[config.mk]
export PLATFORM = sky130hd
export DESIGN_NAME = pipe_hazard_ctrl_flat
export DESIGN_NICKNAME = d
export VERILOG_FILES = /design/src/rtl/pipe_hazard_ctrl_if.sv /design/src/rtl/pipe_hazard_ctrl.sv /design/src/flat_wrapper.sv
export SDC_FILE = /design/constraint.sdc
export NUM_CORES = 1
export LEC_CHECK = 0
export ABC_AREA = 1
export BUFFER_PORTS_ARGS = -buffer_cell sky130_fd_sc_hd__buf_2
export CAP_MARGIN = 20
export CORE_MARGIN = 3
export CORE_UTILIZATION = 25
export CTS_CLUSTER_DIAMETER = 120
export DETAILED_ROUTE_END_ITERATION = 10
export GPL_ROUTABILITY_DRIVEN = 0
export PLACE_DENSITY = 0.48
export RECOVER_POWER = 25
export SYNTH_ARGS = -nofsm -noshare
export SYNTH_HDL_FRONTEND = slang
export SYNTH_SLANG_ARGS = --single-unit
[constraint.sdc]
create_clock -name CLK -period 3.8 [get_ports CLK]
set_input_delay 0.57 -clock CLK [delete_from_list [all_inputs] [get_ports CLK]]
set_output_delay 0.57 -clock CLK [all_outputs]
set_load 0.02 [all_outputs]
[src/rtl/pipe_hazard_ctrl_if.sv]
// rtl/pipe_hazard_ctrl_if.sv - pipeline hazard controller bus: stage status in, latch controls and counters out
interface pipe_hazard_ctrl_if #(
  parameter int CNT_W = 32
);
  logic             ihit;
  logic             dhit;
  logic             dREN_m;
  logic             dWEN_m;
  logic [1:0]       pcSrc_m;
  logic             halt_m;
  logic             dREN_x;
  logic [4:0]       rd_x;
  logic [4:0]       rs1_d;
  logic [4:0]       rs2_d;

  logic             pc_en;
  logic             ifid_en;
  logic             ifid_flush;
  logic             idex_en;
  logic             idex_flush;
  logic             exmem_en;
  logic             exmem_flush;
  logic             memwb_en;
  logic             memwb_flush;
  logic             halt;
  logic             mem_timeout;
  logic [CNT_W-1:0] stall_cnt;
  logic [CNT_W-1:0] flush_cnt;

  modport master (
    output ihit, dhit, dREN_m, dWEN_m, pcSrc_m, halt_m, dREN_x, rd_x, rs1_d, rs2_d,
    input  pc_en, ifid_en, ifid_flush, idex_en, idex_flush, exmem_en, exmem_flush,
           memwb_en, memwb_flush, halt, mem_timeout, stall_cnt, flush_cnt
  );

  modport slave (
    input  ihit, dhit, dREN_m, dWEN_m, pcSrc_m, halt_m, dREN_x, rd_x, rs1_d, rs2_d,
    output pc_en, ifid_en, ifid_flush, idex_en, idex_flush, exmem_en, exmem_flush,
           memwb_en, memwb_flush, halt, mem_timeout, stall_cnt, flush_cnt
  );
endinterface

[src/rtl/pipe_hazard_ctrl.sv]
// rtl/pipe_hazard_ctrl.sv - per-latch enable/flush sequencer with data-wait watchdog and perf counters
module pipe_hazard_ctrl #(
  parameter int DWAIT_MAX = 255,
  parameter int CNT_W     = 32
) (
  input logic              CLK,
  input logic              nRST,
  pipe_hazard_ctrl_if.slave hz
);
  localparam logic [1:0] RUN    = 2'd0;
  localparam logic [1:0] DWAIT  = 2'd1;
  localparam logic [1:0] HALTED = 2'd2;

  localparam int WCNT_W = $clog2(DWAIT_MAX + 2);
  localparam logic [WCNT_W-1:0] WAIT_SAT = WCNT_W'(DWAIT_MAX + 1);

  logic [1:0]        state, next_state;
  logic [WCNT_W-1:0] wcnt;
  logic              timeout_q;
  logic [CNT_W-1:0]  stall_q, flush_q;

  // latch vectors ordered {ifid, idex, exmem, memwb}
  logic       pc_en_c;
  logic [3:0] en_c, fl_c;
  logic       flush_evt;
  logic       memop, luse, mem_wait;

  assign memop    = hz.dREN_m | hz.dWEN_m;
  assign mem_wait = memop & ~hz.dhit;
  assign luse     = hz.dREN_x & (hz.rd_x != 5'd0) &
                    ((hz.rd_x == hz.rs1_d) | (hz.rd_x == hz.rs2_d));

  always_comb begin
    pc_en_c    = 1'b0;
    en_c       = 4'b0000;
    fl_c       = 4'b0000;
    flush_evt  = 1'b0;
    next_state = state;
    if (state != HALTED) begin
      next_state = RUN;
      if (hz.halt_m) begin
        en_c       = 4'b0001;
        fl_c       = 4'b1110;
        next_state = HALTED;
      end else if (mem_wait) begin
        fl_c       = 4'b0001;
        next_state = DWAIT;
      end else if (hz.pcSrc_m != 2'd0) begin
        pc_en_c   = 1'b1;
        en_c      = 4'b0001;
        fl_c      = 4'b1110;
        flush_evt = 1'b1;
      end else if (luse) begin
        en_c = 4'b0011;
        fl_c = 4'b0100;
      end else if (!hz.ihit) begin
        en_c = 4'b0111;
        fl_c = 4'b1000;
      end else begin
        pc_en_c = 1'b1;
        en_c    = 4'b1111;
      end
    end
  end

  always_ff @(posedge CLK or negedge nRST) begin
    if (!nRST) begin
      state     <= RUN;
      wcnt      <= '0;
      timeout_q <= 1'b0;
      stall_q   <= '0;
      flush_q   <= '0;
    end else begin
      state <= next_state;
      if (next_state == DWAIT) begin
        if (state != DWAIT)
          wcnt <= WCNT_W'(1);
        else if (wcnt != WAIT_SAT)
          wcnt <= wcnt + 1'b1;
      end else begin
        wcnt <= '0;
      end
      if (wcnt == WAIT_SAT)
        timeout_q <= 1'b1;
      if (!pc_en_c && state != HALTED)
        stall_q <= stall_q + 1'b1;
      if (flush_evt)
        flush_q <= flush_q + 1'b1;
    end
  end

  // gated by nRST so no enable can leak out while reset is held
  assign hz.pc_en       = nRST & pc_en_c;
  assign hz.ifid_en     = nRST & en_c[3];
  assign hz.ifid_flush  = nRST & fl_c[3];
  assign hz.idex_en     = nRST & en_c[2];
  assign hz.idex_flush  = nRST & fl_c[2];
  assign hz.exmem_en    = nRST & en_c[1];
  assign hz.exmem_flush = nRST & fl_c[1];
  assign hz.memwb_en    = nRST & en_c[0];
  assign hz.memwb_flush = nRST & fl_c[0];

  assign hz.halt        = (state == HALTED);
  assign hz.mem_timeout = timeout_q;
  assign hz.stall_cnt   = stall_q;
  assign hz.flush_cnt   = flush_q;
endmodule

[src/flat_wrapper.sv]
// flat-port wrapper written by rule: the top's interface ports become plain ports
module pipe_hazard_ctrl_flat 
#(
  parameter int DWAIT_MAX = 255,
  parameter int CNT_W     = 32
)
  (CLK, nRST, hz_ihit, hz_dhit, hz_dREN_m, hz_dWEN_m, hz_pcSrc_m, hz_halt_m, hz_dREN_x, hz_rd_x, hz_rs1_d, hz_rs2_d, hz_pc_en, hz_ifid_en, hz_ifid_flush, hz_idex_en, hz_idex_flush, hz_exmem_en, hz_exmem_flush, hz_memwb_en, hz_memwb_flush, hz_halt, hz_mem_timeout, hz_stall_cnt, hz_flush_cnt);
  pipe_hazard_ctrl_if #(.CNT_W(CNT_W)) hz_i ();
  input logic CLK;
  input logic nRST;
  input wire logic [$bits(hz_i.ihit)-1:0] hz_ihit;
  input wire logic [$bits(hz_i.dhit)-1:0] hz_dhit;
  input wire logic [$bits(hz_i.dREN_m)-1:0] hz_dREN_m;
  input wire logic [$bits(hz_i.dWEN_m)-1:0] hz_dWEN_m;
  input wire logic [$bits(hz_i.pcSrc_m)-1:0] hz_pcSrc_m;
  input wire logic [$bits(hz_i.halt_m)-1:0] hz_halt_m;
  input wire logic [$bits(hz_i.dREN_x)-1:0] hz_dREN_x;
  input wire logic [$bits(hz_i.rd_x)-1:0] hz_rd_x;
  input wire logic [$bits(hz_i.rs1_d)-1:0] hz_rs1_d;
  input wire logic [$bits(hz_i.rs2_d)-1:0] hz_rs2_d;
  output wire logic [$bits(hz_i.pc_en)-1:0] hz_pc_en;
  output wire logic [$bits(hz_i.ifid_en)-1:0] hz_ifid_en;
  output wire logic [$bits(hz_i.ifid_flush)-1:0] hz_ifid_flush;
  output wire logic [$bits(hz_i.idex_en)-1:0] hz_idex_en;
  output wire logic [$bits(hz_i.idex_flush)-1:0] hz_idex_flush;
  output wire logic [$bits(hz_i.exmem_en)-1:0] hz_exmem_en;
  output wire logic [$bits(hz_i.exmem_flush)-1:0] hz_exmem_flush;
  output wire logic [$bits(hz_i.memwb_en)-1:0] hz_memwb_en;
  output wire logic [$bits(hz_i.memwb_flush)-1:0] hz_memwb_flush;
  output wire logic [$bits(hz_i.halt)-1:0] hz_halt;
  output wire logic [$bits(hz_i.mem_timeout)-1:0] hz_mem_timeout;
  output wire logic [$bits(hz_i.stall_cnt)-1:0] hz_stall_cnt;
  output wire logic [$bits(hz_i.flush_cnt)-1:0] hz_flush_cnt;
  assign hz_i.ihit = hz_ihit;
  assign hz_i.dhit = hz_dhit;
  assign hz_i.dREN_m = hz_dREN_m;
  assign hz_i.dWEN_m = hz_dWEN_m;
  assign hz_i.pcSrc_m = hz_pcSrc_m;
  assign hz_i.halt_m = hz_halt_m;
  assign hz_i.dREN_x = hz_dREN_x;
  assign hz_i.rd_x = hz_rd_x;
  assign hz_i.rs1_d = hz_rs1_d;
  assign hz_i.rs2_d = hz_rs2_d;
  assign hz_pc_en = hz_i.pc_en;
  assign hz_ifid_en = hz_i.ifid_en;
  assign hz_ifid_flush = hz_i.ifid_flush;
  assign hz_idex_en = hz_i.idex_en;
  assign hz_idex_flush = hz_i.idex_flush;
  assign hz_exmem_en = hz_i.exmem_en;
  assign hz_exmem_flush = hz_i.exmem_flush;
  assign hz_memwb_en = hz_i.memwb_en;
  assign hz_memwb_flush = hz_i.memwb_flush;
  assign hz_halt = hz_i.halt;
  assign hz_mem_timeout = hz_i.mem_timeout;
  assign hz_stall_cnt = hz_i.stall_cnt;
  assign hz_flush_cnt = hz_i.flush_cnt;
  pipe_hazard_ctrl #(.DWAIT_MAX(DWAIT_MAX), .CNT_W(CNT_W)) u_core (.CLK(CLK), .nRST(nRST), .hz(hz_i));
endmodule
==> impl_summary.txt, run 1 <==
----------------------------------------------------
[Run status]
  Run status ... finished with violations
  Failing checks ... capacitance limit, slew limit

[Routing]
  Per-cell routed wire length ... 12.6 um
  Detailed-route wire length on metal 1 ... 5.98 mm
  Met2 routed WL ... 6.25 mm
  Highest routed metal layer ... met4
  DRC errors left ... 0
  Overall routed net length ... 12.9 mm
  Avg Vias per Cell ... 4.26
  Routed met3 length ... 556 um
  Number of search-and-repair iterations in the first detailed-routing pass ... 4
  Vias after detailed routing ... 4362
  Count of nets left with antenna violations after detail routing ... 0
  DRC violation total after the first TritonRoute iteration ... 257

[Clock network]
  Post-CTS setup buffers ... 0
  Post-cts resize count ... 0
  Number of sinks handled by clock tree synthesis ... 76
  Cts bufs inserted ... 9
  Clock tree from TritonCTS ... done
  Clock insertion delay at the later pin of the skew report ... 0.34 ns
  Root Buffer Master ... sky130_fd_sc_hd__clkbuf_16
  Post-cts hold buffer count ... 0
  Number of buffers on the longest clock path ... 2
  CTS clock-pin slew for the worst setup and hold paths ... 0.06 ns
  CTS HTree Levels ... 3

[Worst setup path]
  List of cells traversed by the critical path ... nand2_4 -> nand2_1 -> nor2_1 -> nand2_4 -> nor2_4 -> nand2_4 -> nor2_4 -> nand2_2 -> o21ai_1 -> nand2_1
  Highest net fanout along the worst path ... 24
  Number of cells traversed by the worst register-to-register path ... 10
  Crit-path max cell delay ... 0.93 ns
  Register-to-Register Setup Slack ... 1.06 ns
  Endpoint class of the critical path ... flip-flop
  WP data required ... 4.03 ns
  WS Path Type ... flip-flop to flip-flop
  FF-to-FF Start ... u_core.state[1]
  Kind of start point of the critical path ... flip-flop
  Most repeated library cell on the critical path ... sky130_fd_sc_hd__nand2_4
  Slowest CP cell ... sky130_fd_sc_hd__nor2_1
  Arrival time reported for the critical path endpoint ... 2.97 ns
  Capture instance of the worst register-to-register path ... u_core.hz.flush_cnt[25]

[Cells and area]
  Count of inserted antenna diode cells ... 0
  NumNets Final ... 788
  Area Growth Syn to Fin ... 22.2%
  Register cell area after layout ... 1900 um2
  Number of inserted filler cells in the final layout ... 2058
  Ratio of cells with drive above 1 in the final layout ... 20.2%
  Area occupied by multi-input gates ... 2460 um2

[GRT]
  Via count of the first global-routing pass ... 4207
  Maximum number of pins on one net before global-route repair ... 40
  GRT overflow ... 0
  First-pass GRT wire length ... 21.2 mm
  GRT Overall Usage ... 12.8%
  Number of antenna violations at the first check in global routing ... 0

[Logic synthesis]
  Library cells used by synthesis ... 37
  Syn_area_per_cell ... 7.34 um2
  Most frequently used flop master after synthesis ... sky130_fd_sc_hd__dfrtp_1
  Number of warning messages in the yosys log ... 0
  Synth Register Bits ... 76
  Synthesized area ... 4810 um2
  Synthesized netlist net count ... 684
  Instance count of the mapped netlist ... 655
  Post-synth EDFFs ... 0
  Proportion of synthesized chip area in sequential cells ... 39.5%
  Share of async-settable or async-resettable flops after synthesis ... 100%

[Die]
  Chip width ... 145 um
  Effective utilization at floorplan ... 25.5%
  I/O pin cnt ... 100
  Die outline area ... 20900 um2
  Die H ... 145 um
  Total core area ... 18800 um2
  Placement Rows ... 50

[Timing]
  Final max-slew violation count ... 39
  Highest Clock Rate ... 0.365 GHz
  Setup repair after global routing missed its margin ... no
  Post-layout minimum cycle time ... 2.74 ns
  Final setup violating endpoints ... 0
  Final clock period utilization by the worst path ... 72.1%
  Remaining max-slew budget at the tightest pin ... -45.4%
  Pin slew with the least headroom to its limit ... 2.18 ns
  Post-Route Skew ... 0.00716 ns
  Total negative slack ... 0 ns
  Count of endpoints failing hold in the final timing report ... 0

[Place]
  Port Buffer Count ... 99
  Half-perimeter wire length of the detailed placement result ... 10.1 mm

[Worst hold path]
  Worst hold-check path type ... flip-flop to flip-flop
  Start point of the worst min-delay path ... u_core.wcnt[8]
  Number of cells on the worst hold path ... 1
  Worst min-delay path endpoint ... u_core.wcnt[8]

[Pwr]
  Static Leak ... 3.07 nW
  Total power ... 0.00184 W
  Maximum ir drop on the vdd rail ... 206 uV
  Total power density per cell area ... 314 nW/um2

[Flow run]
  Total of max-cap violations ... 1

----------------------------------------------------
[area by class of cell]
cell class	count	share of cell area, %
multi-input cells	477	41.8
flip-flops and latches	76	32.4
repair buffers	102	8.73
inverters	93	5.94
well taps	260	5.53
clock buffers	13	4.43
clock inverters	3	1.17
[cell usage in the layout, fill, tap and decap left out, types with 3 or more instances in the layout]
| cell | instances |
|---|---|
| sky130_fd_sc_hd__nor2_2 | 5 |
| sky130_fd_sc_hd__buf_2 | 98 |
| sky130_fd_sc_hd__nand2_4 | 5 |
| sky130_fd_sc_hd__nor2_4 | 6 |
| sky130_fd_sc_hd__ha_1 | 4 |
| sky130_fd_sc_hd__inv_1 | 88 |
| sky130_fd_sc_hd__xnor2_1 | 13 |
| sky130_fd_sc_hd__clkbuf_16 | 9 |
| sky130_fd_sc_hd__xor2_1 | 33 |
| sky130_fd_sc_hd__nor3_1 | 26 |
| sky130_fd_sc_hd__clkbuf_1 | 4 |
| sky130_fd_sc_hd__o21ai_0 | 12 |
| sky130_fd_sc_hd__nand3_1 | 49 |
| sky130_fd_sc_hd__nand3b_1 | 3 |
| sky130_fd_sc_hd__dfrtp_1 | 76 |
| sky130_fd_sc_hd__nand2_1 | 210 |
| sky130_fd_sc_hd__nor2_1 | 61 |
| sky130_fd_sc_hd__nor3_2 | 4 |
| sky130_fd_sc_hd__nor4_1 | 3 |
| sky130_fd_sc_hd__a21oi_1 | 9 |
| sky130_fd_sc_hd__nand4_1 | 13 |
| sky130_fd_sc_hd__inv_2 | 5 |
| sky130_fd_sc_hd__nand2_2 | 5 |
[where the power goes]
part           leakage (nW)  switching (W)   total, W  internal, W
sequential             1.00              0   0.000809     0.000809
combinational          1.91      0.0000501  0.0000716    0.0000215
clock                 0.160       0.000349   0.000962     0.000613
total                  3.07       0.000399    0.00184      0.00144
[synth_stat cells (5+ instances only)]
cell type,n,area [um2]
sky130_fd_sc_hd__xor2_1,33,289
sky130_fd_sc_hd__inv_2,5,18.8
sky130_fd_sc_hd__dfrtp_1,76,1900
sky130_fd_sc_hd__nor2_4,6,67.6
sky130_fd_sc_hd__nor3_1,26,130
sky130_fd_sc_hd__nand2_4,6,67.6
sky130_fd_sc_hd__nand2_2,5,31.3
sky130_fd_sc_hd__a21oi_1,9,45.0
sky130_fd_sc_hd__o21ai_0,12,60.1
sky130_fd_sc_hd__inv_1,88,330
sky130_fd_sc_hd__nand2_1,209,785
sky130_fd_sc_hd__xnor2_1,13,114
sky130_fd_sc_hd__nor2_1,60,225
sky130_fd_sc_hd__nor2_2,5,31.3
sky130_fd_sc_hd__nand3_1,49,245
sky130_fd_sc_hd__nand4_1,13,81.3
sky130_fd_sc_hd__buf_6,5,56.3
[metrics by stage]
stage                     utilization [%]  setup WS [ns]  cells  instance area, um2  hold slack (ns)
after floorplan                         -           1.18    655                4810            0.274
after global placement               29.6           1.37   1008                5580            0.448
after detailed placement             29.6           1.35   1008                5580            0.451
after CTS                            31.4           1.13   1024                5910            0.342
after global routing                 31.2          0.644   1024                5880            0.480
final                                31.2           1.06   1024                5880            0.460
[state kept, by name (all words and copies together), names as in the netlist]
name	cells
u_core.hz.mem_timeout	1
u_core.hz.stall_cnt	32
u_core.wcnt	9
u_core.hz.flush_cnt	32
u_core.state	2
[critical path: cells and delay by family (launching register included)]
family	cells	cell delay [ns]
AO/OA/AOI/OAI	1	0.12
AND/OR/NAND/NOR	9	2.08
flip-flops	1	0.41
[per-layer routing]
metal,up-vias,track usage (%)
li1,2255,-
met1,2016,16.8
met2,77,21.1
met3,14,3.19
met4,0,3.34
met5,-,0
[logic make-up (layout without fill, tap and decap cells)]
kind of cell,after synthesis,count (layout),share of synthesized area [%]
AND/OR/NAND/NOR,401,401,39.0
buffers and inverters,102,211,8.82
flip-flops,76,76,39.5
XOR/XNOR,46,46,8.38
AO/OA/AOI/OAI,26,26,3.17
adder cells (fa/ha/maj),4,4,1.04
[how the worst max path moves through the flow]
stage | start | to | cells after the start
after floorplan | hz_pcSrc_m[1] | hz_ifid_en | 5
after global placement | hz_rd_x[1] | hz_pc_en | 11
after detailed placement | hz_rd_x[1] | hz_pc_en | 11
after CTS | u_core.state[1] | hz_idex_flush | 8
after global routing | nRST | u_core.hz.stall_cnt[29] | 3
final | u_core.state[1] | u_core.hz.flush_cnt[25] | 10
Power figures use the tool's default switching activity.
==> inputs of run 2 (changes only) <==
==> constraint.sdc (replaced) <==
create_clock -name CLK -period 2.87 [get_ports CLK]
set_input_delay 0.4305 -clock CLK [delete_from_list [all_inputs] [get_ports CLK]]
set_output_delay 0.4305 -clock CLK [all_outputs]
set_load 0.02 [all_outputs]
==> impl_summary.txt, run 2 (synthesized netlist as in run 1, its figures left out) <==
----------------------------------------------------
[Die]
  Die outline area ... 20900 um2
  Placement Rows ... 50
  Total core area ... 18800 um2
  Effective utilization at floorplan ... 25.5%
  Chip width ... 145 um
  Die H ... 145 um
  I/O pin cnt ... 100

[Pwr]
  Proportion of power drawn by flip-flops and latches ... 45.9%
  Static Leak ... 3.08 nW
  Switching share of power ... 22.2%
  Maximum ir drop on the vdd rail ... 257 uV
  Power share of the clock group ... 50.1%
  Switching power total ... 0.000519 W
  Share of power burned in combinational logic ... 4.1%
  Internal cell power ... 0.00182 W
  Total power density per cell area ... 398 nW/um2

[Clock network]
  CTS HTree Levels ... 3
  Post-CTS setup buffers ... 0
  Root Buffer Master ... sky130_fd_sc_hd__clkbuf_16
  Post-cts resize count ... 0
  Number of sinks handled by clock tree synthesis ... 76
  Cts bufs inserted ... 9
  CTS clock-pin slew for the worst setup and hold paths ... 0.05 ns
  Clock tree from TritonCTS ... done
  Post-cts hold buffer count ... 0
  Number of buffers on the longest clock path ... 2
  Clock insertion delay at the later pin of the skew report ... 0.34 ns

[Run status]
  Run status ... completed

[GRT]
  Via count of the first global-routing pass ... 4356
  First-pass GRT wire length ... 21.7 mm
  GRT Overall Usage ... 13.1%
  Number of antenna violations at the first check in global routing ... 0
  GRT overflow ... 0
  Maximum number of pins on one net before global-route repair ... 44

[Timing]
  Final clock period utilization by the worst path ... 84.3%
  Worst setup slack after layout ... 0.451 ns
  Post-layout minimum cycle time ... 2.42 ns
  Final setup violating endpoints ... 0
  Post-Route Skew ... 0.00742 ns
  Count of endpoints failing hold in the final timing report ... 0
  Total negative slack ... 0 ns
  Pin slew with the least headroom to its limit ... 1.10 ns
  Final max-slew violation count ... 0
  Highest Clock Rate ... 0.413 GHz
  Remaining max-slew budget at the tightest pin ... 26.6%
  Setup repair after global routing missed its margin ... no

[Worst setup path]
  List of cells traversed by the critical path ... nand2_4 -> nand2_1 -> nor4_1 -> nand2_1 -> nor2_1 -> buf_2
  Most repeated library cell on the critical path ... sky130_fd_sc_hd__nand2_1
  Endpoint class of the critical path ... primary output
  FF-to-FF Start ... u_core.state[1]
  Highest net fanout along the worst path ... 24
  Number of cells traversed by the worst register-to-register path ... 10
  WS Path Type ... flip-flop to primary output
  WP data required ... 2.44 ns
  Capture instance of the worst register-to-register path ... u_core.hz.flush_cnt[25]
  Kind of start point of the critical path ... flip-flop
  Critical Path Stages ... 6
  Start point of the critical path ... u_core.state[1]
  Crit-path max cell delay ... 0.40 ns
  Endpoint of the worst setup timing path ... hz_ifid_en
  Slowest CP cell ... sky130_fd_sc_hd__dfrtp_1
  Sum of buffers and inverters on the critical path ... 1
  Family with the most delay on the worst path ... simple AND/OR/NAND/NOR gates
  Arrival time reported for the critical path endpoint ... 1.99 ns
  Register-to-Register Setup Slack ... 0.79 ns

[Routing]
  Number of search-and-repair iterations in the first detailed-routing pass ... 5
  Vias after detailed routing ... 4320
  Overall routed net length ... 13.0 mm
  Per-cell routed wire length ... 12.7 um
  DRC violation total after the first TritonRoute iteration ... 183
  Avg Vias per Cell ... 4.22
  DRC errors left ... 0
  Count of nets left with antenna violations after detail routing ... 0

[Place]
  Placed Instance Area ... 5580 um2
  Worst slack at placement ... 0.815 ns
  Port Buffer Count ... 99
  Half-perimeter wire length of the detailed placement result ... 10.2 mm
  Number of cells after detailed placement ... 1008

[Worst hold path]
  Start point of the worst min-delay path ... hz_dhit
  Worst hold-check path type ... input port to flip-flop

[Cells and area]
  Most frequent standard cell in the layout excluding fill and tap cells ... sky130_fd_sc_hd__nand2_1
  Area Growth Syn to Fin ... 22.0%
  Final design area excluding fillers ... 5870 um2
  Ratio of cells with drive above 1 in the final layout ... 20.5%
  Most frequent cells in the layout ... sky130_fd_sc_hd__nand2_1, sky130_fd_sc_hd__buf_2, sky130_fd_sc_hd__inv_1
  NumNets Final ... 788
  Count of inserted antenna diode cells ... 0
  Final core utilization ... 31.2%
  Count of non-filler cells in the finished layout ... 1024

[Flow run]
  Total of max-cap violations ... 0

----------------------------------------------------
## run 2: final cells by class
type / instances / area [um2]
clock inverter: 4 / 47.5
inverter: 93 / 349
multi-input combinational: 477 / 2480
tap: 260 / 325
sequential: 76 / 1900
clock buffer: 12 / 256
timing repair buffer: 102 / 512
fill: 2077 / 13000
## run 2: through the flow
step	hold WS (ns)	total power [W]
after global placement	0.449	0.00119
after detailed placement	0.453	0.00119
after global routing	0.469	0.00243
final	0.446	0.00234
after floorplan	0.135	0.00114
after CTS	0.231	0.00238
## run 2: power by group through the flow
| stage | clock network [W] | logic, W | registers, W |
|---|---|---|---|
| after CTS | 0.00121 | 0.000101 | 0.00107 |
| after global routing | 0.00125 | 0.000110 | 0.00107 |
| after global placement | 0 | 0.0000998 | 0.00109 |
| after floorplan | 0 | 0.0000518 | 0.00109 |
| final | 0.00117 | 0.0000956 | 0.00107 |
| after detailed placement | 0 | 0.000101 | 0.00109 |
## run 2: routing by layer
layer / routed length, um / share of wire [%] / track usage, % / up-vias
li1: - / - / - / 2260
met1: 5960 / 46 / 16.7 / 1965
met2: 6350 / 49 / 22.3 / 79
met3: 554 / 4.3 / 3.19 / 16
met4: 171 / 1.3 / 3.14 / 0
met5: 0 / 0 / 0 / -
## run 2: worst reg2reg max path: stages (launching register included)
cell	delay [ns]
sky130_fd_sc_hd__dfrtp_1	0.40
sky130_fd_sc_hd__nand2_4	0.26
sky130_fd_sc_hd__nand2_1	0.25
sky130_fd_sc_hd__nor2_8	0.31
sky130_fd_sc_hd__nand2_4	0.12
sky130_fd_sc_hd__nor2_4	0.14
sky130_fd_sc_hd__nand2_4	0.10
sky130_fd_sc_hd__nor2_4	0.13
sky130_fd_sc_hd__nand2_2	0.09
sky130_fd_sc_hd__o21ai_1	0.12
sky130_fd_sc_hd__nand2_1	0.05
## run 2: how the worst min path moves through the flow
stage / to / slack, ns / cells past startpoint
floorplan: u_core.hz.flush_cnt[0] / 0.13 / 0
global placement: u_core.wcnt[8] / 0.45 / 1
detailed placement: u_core.hz.mem_timeout / 0.45 / 1
CTS: u_core.hz.mem_timeout / 0.23 / 2
global route: u_core.state[0] / 0.47 / 3
finish: u_core.state[0] / 0.45 / 3
==> inputs of run 3 (changes only) <==
--- a/config.mk
+++ b/config.mk
@@ -13,7 +13,7 @@
 export CTS_CLUSTER_DIAMETER = 120
 export DETAILED_ROUTE_END_ITERATION = 10
 export GPL_ROUTABILITY_DRIVEN = 0
-export PLACE_DENSITY = 0.48
+export PLACE_DENSITY = 0.49
 export RECOVER_POWER = 25
 export SYNTH_ARGS = -nofsm -noshare
 export SYNTH_HDL_FRONTEND = slang
==> constraint.sdc (replaced) <==
create_clock -name CLK -period 2 [get_ports CLK]
set_input_delay 0.3 -clock CLK [delete_from_list [all_inputs] [get_ports CLK]]
set_output_delay 0.3 -clock CLK [all_outputs]
set_load 0.02 [all_outputs]
==> impl_summary.txt, run 3 (synthesized netlist as in run 1, its figures left out) <==
----------------------------------------------------
[Timing]
  Worst setup slack after layout ... 0.0822 ns
  Final Hold Slack ... 0.315 ns
  Pin slew with the least headroom to its limit ... 0.767 ns
  Highest Clock Rate ... 0.521 GHz
  Remaining max-slew budget at the tightest pin ... 48.9%
  Count of endpoints failing hold in the final timing report ... 0
  Final setup violating endpoints ... 0
  Final clock period utilization by the worst path ... 95.9%
  Post-layout minimum cycle time ... 1.92 ns
  Final max-slew violation count ... 0
  Post-Route Skew ... 0.00669 ns

[Die]
  Effective utilization at floorplan ... 25.5%
  I/O pin cnt ... 100
  Placement Rows ... 50
  Total core area ... 18800 um2
  Die H ... 145 um
  Die outline area ... 20900 um2
  Chip width ... 145 um

[GRT]
  GRT Overall Usage ... 12.7%
  GRT overflow ... 0
  Number of antenna violations at the first check in global routing ... 0
  First-pass GRT wire length ... 21.1 mm
  Via count of the first global-routing pass ... 4167
  Maximum number of pins on one net before global-route repair ... 58

[Run status]
  Run status ... completed

[Cells and area]
  Final core utilization ... 31.7%
  NumNets Final ... 801
  Count of non-filler cells in the finished layout ... 1037
  Ratio of cells with drive above 1 in the final layout ... 18.3%
  Number of inserted filler cells in the final layout ... 2082
  Count of inserted antenna diode cells ... 0
  Most frequent standard cell in the layout excluding fill and tap cells ... sky130_fd_sc_hd__nand2_1
  Most frequent cells in the layout ... sky130_fd_sc_hd__nand2_1, sky130_fd_sc_hd__inv_1, sky130_fd_sc_hd__dfrtp_1
  Area Growth Syn to Fin ... 24.1%

[Routing]
  Avg Vias per Cell ... 4.22
  Overall routed net length ... 13.0 mm
  DRC violation total after the first TritonRoute iteration ... 209
  Count of nets left with antenna violations after detail routing ... 0
  Vias after detailed routing ... 4375
  Per-cell routed wire length ... 12.5 um
  DRC errors left ... 0
  Number of search-and-repair iterations in the first detailed-routing pass ... 4

[Worst setup path]
  Crit-path max cell delay ... 0.41 ns
  Highest net fanout along the worst path ... 4
  Slowest CP cell ... sky130_fd_sc_hd__dfrtp_1
  Arrival time reported for the critical path endpoint ... 1.62 ns
  WP data required ... 1.70 ns
  Kind of start point of the critical path ... flip-flop
  WS Path Type ... flip-flop to primary output
  Sum of buffers and inverters on the critical path ... 4
  Family with the most delay on the worst path ... buffers and inverters
  Endpoint class of the critical path ... primary output
  List of cells traversed by the critical path ... nand2_4 -> clkinvlp_4 -> nor2_4 -> inv_2 -> a21oi_2 -> inv_1 -> o31ai_1 -> buf_4

[Clock network]
  Cts bufs inserted ... 9
  CTS clock-pin slew for the worst setup and hold paths ... 0.06 ns
  Clock insertion delay at the later pin of the skew report ... 0.34 ns
  CTS HTree Levels ... 3
  Clock tree from TritonCTS ... done
  Number of sinks handled by clock tree synthesis ... 76
  Number of buffers on the longest clock path ... 2
  Root Buffer Master ... sky130_fd_sc_hd__clkbuf_16

[Pwr]
  Proportion of power drawn by flip-flops and latches ... 44.6%
  Total power ... 0.00345 W
  Switching power total ... 0.000768 W
  Maximum ir drop on the vdd rail ... 437 uV
  Share of power burned in combinational logic ... 4.2%
  Power share of the clock group ... 51.2%
  Switching share of power ... 22.3%
  Static Leak ... 3.03 nW
  Internal cell power ... 0.00268 W
  Total power density per cell area ... 577 nW/um2

[Place]
  Worst slack at placement ... 0.201 ns
  Port Buffer Count ... 99
  Number of cells after detailed placement ... 1018
  Half-perimeter wire length of the detailed placement result ... 10.2 mm

[Worst hold path]
  Worst hold-check path type ... input port to flip-flop

[Flow run]
  Total of max-cap violations ... 0

----------------------------------------------------
run 3: cell count changes in the layout (fill, tap and decap cells not counted), moves of 2 or more:
cell / before / now
sky130_fd_sc_hd__clkbuf_8: 2 / 0
sky130_fd_sc_hd__clkbuf_2: 2 / 0
sky130_fd_sc_hd__clkbuf_1: 2 / 34
sky130_fd_sc_hd__inv_1: 88 / 86
sky130_fd_sc_hd__buf_2: 98 / 65
sky130_fd_sc_hd__buf_4: 1 / 15
run 3: power by group through the flow:
stage	clock network [W]	logic [W]	registers [W]
global route	0.00189	0.000166	0.00154
CTS	0.00182	0.000149	0.00154
global placement	0	0.000147	0.00157
finish	0.00177	0.000143	0.00154
detailed placement	0	0.000147	0.00157
floorplan	0	0.0000750	0.00157
run 3: layout make-up:
| cell class | count | area [um2] | share of cell area (%) |
|---|---|---|---|
| multi-input cells | 477 | 2490 | 41.8 |
| repair buffers | 115 | 579 | 9.70 |
| inverters | 93 | 353 | 5.91 |
| clock inverters | 6 | 87.6 | 1.47 |
| clock buffers | 10 | 229 | 3.84 |
| well taps | 260 | 325 | 5.45 |
| flip-flops and latches | 76 | 1900 | 31.9 |
run 3: metal layers:
metal | global-route usage (%) | routed length, um | part of all wire, % | vias up
met5 | 0 | 0 | 0 | -
met4 | 2.75 | 143 | 1.1 | 0
met3 | 2.92 | 582 | 4.5 | 11
met2 | 21.3 | 6330 | 49 | 90
met1 | 16.8 | 5940 | 46 | 1989
li1 | - | - | - | 2285
run 3: what timing repair did:
item | CTS | global route
cloned | 0 | 0
hold buffers | 1 | 0
setup buffers | 1 | 1
setup endpoints to repair | 2 | 3
gates resized for setup | 4 | 3
endpoints found under the hold margin | 19 | 0
run 3: worst paths after layout:
kind / from / endpoint / slack, ns / cells after the start
setup reg to reg: u_core.hz.stall_cnt[0] / u_core.hz.stall_cnt[30] / 0.23 / 10
hold reg to reg: u_core.wcnt[8] / u_core.wcnt[8] / 0.46 / 1
setup / recovery: u_core.state[1] / hz_idex_flush / 0.08 / 8
min in group asynchronous: nRST / u_core.wcnt[0] / 0.50 / 3
hold / removal: hz_halt_m / u_core.state[1] / 0.32 / 3
max in group asynchronous: nRST / u_core.hz.stall_cnt[6] / 0.45 / 4
run 3: worst register-to-register path: cells and delay by family (launching register included):
family	cells	cell delay, ns
flops	1	0.42
fa+ha+maj	1	0.22
buf+inv	1	0.06
simple gates	8	0.97
run 3: through the flow:
step / TNS (ns) / area [um2]
2_1_floorplan: 0 / 4820
3_3_place_gp: 0 / 5660
3_5_place_dp: 0 / 5660
4_1_cts: 0 / 6010
5_1_grt: -0.0572 / 5970
6_report: 0 / 5970
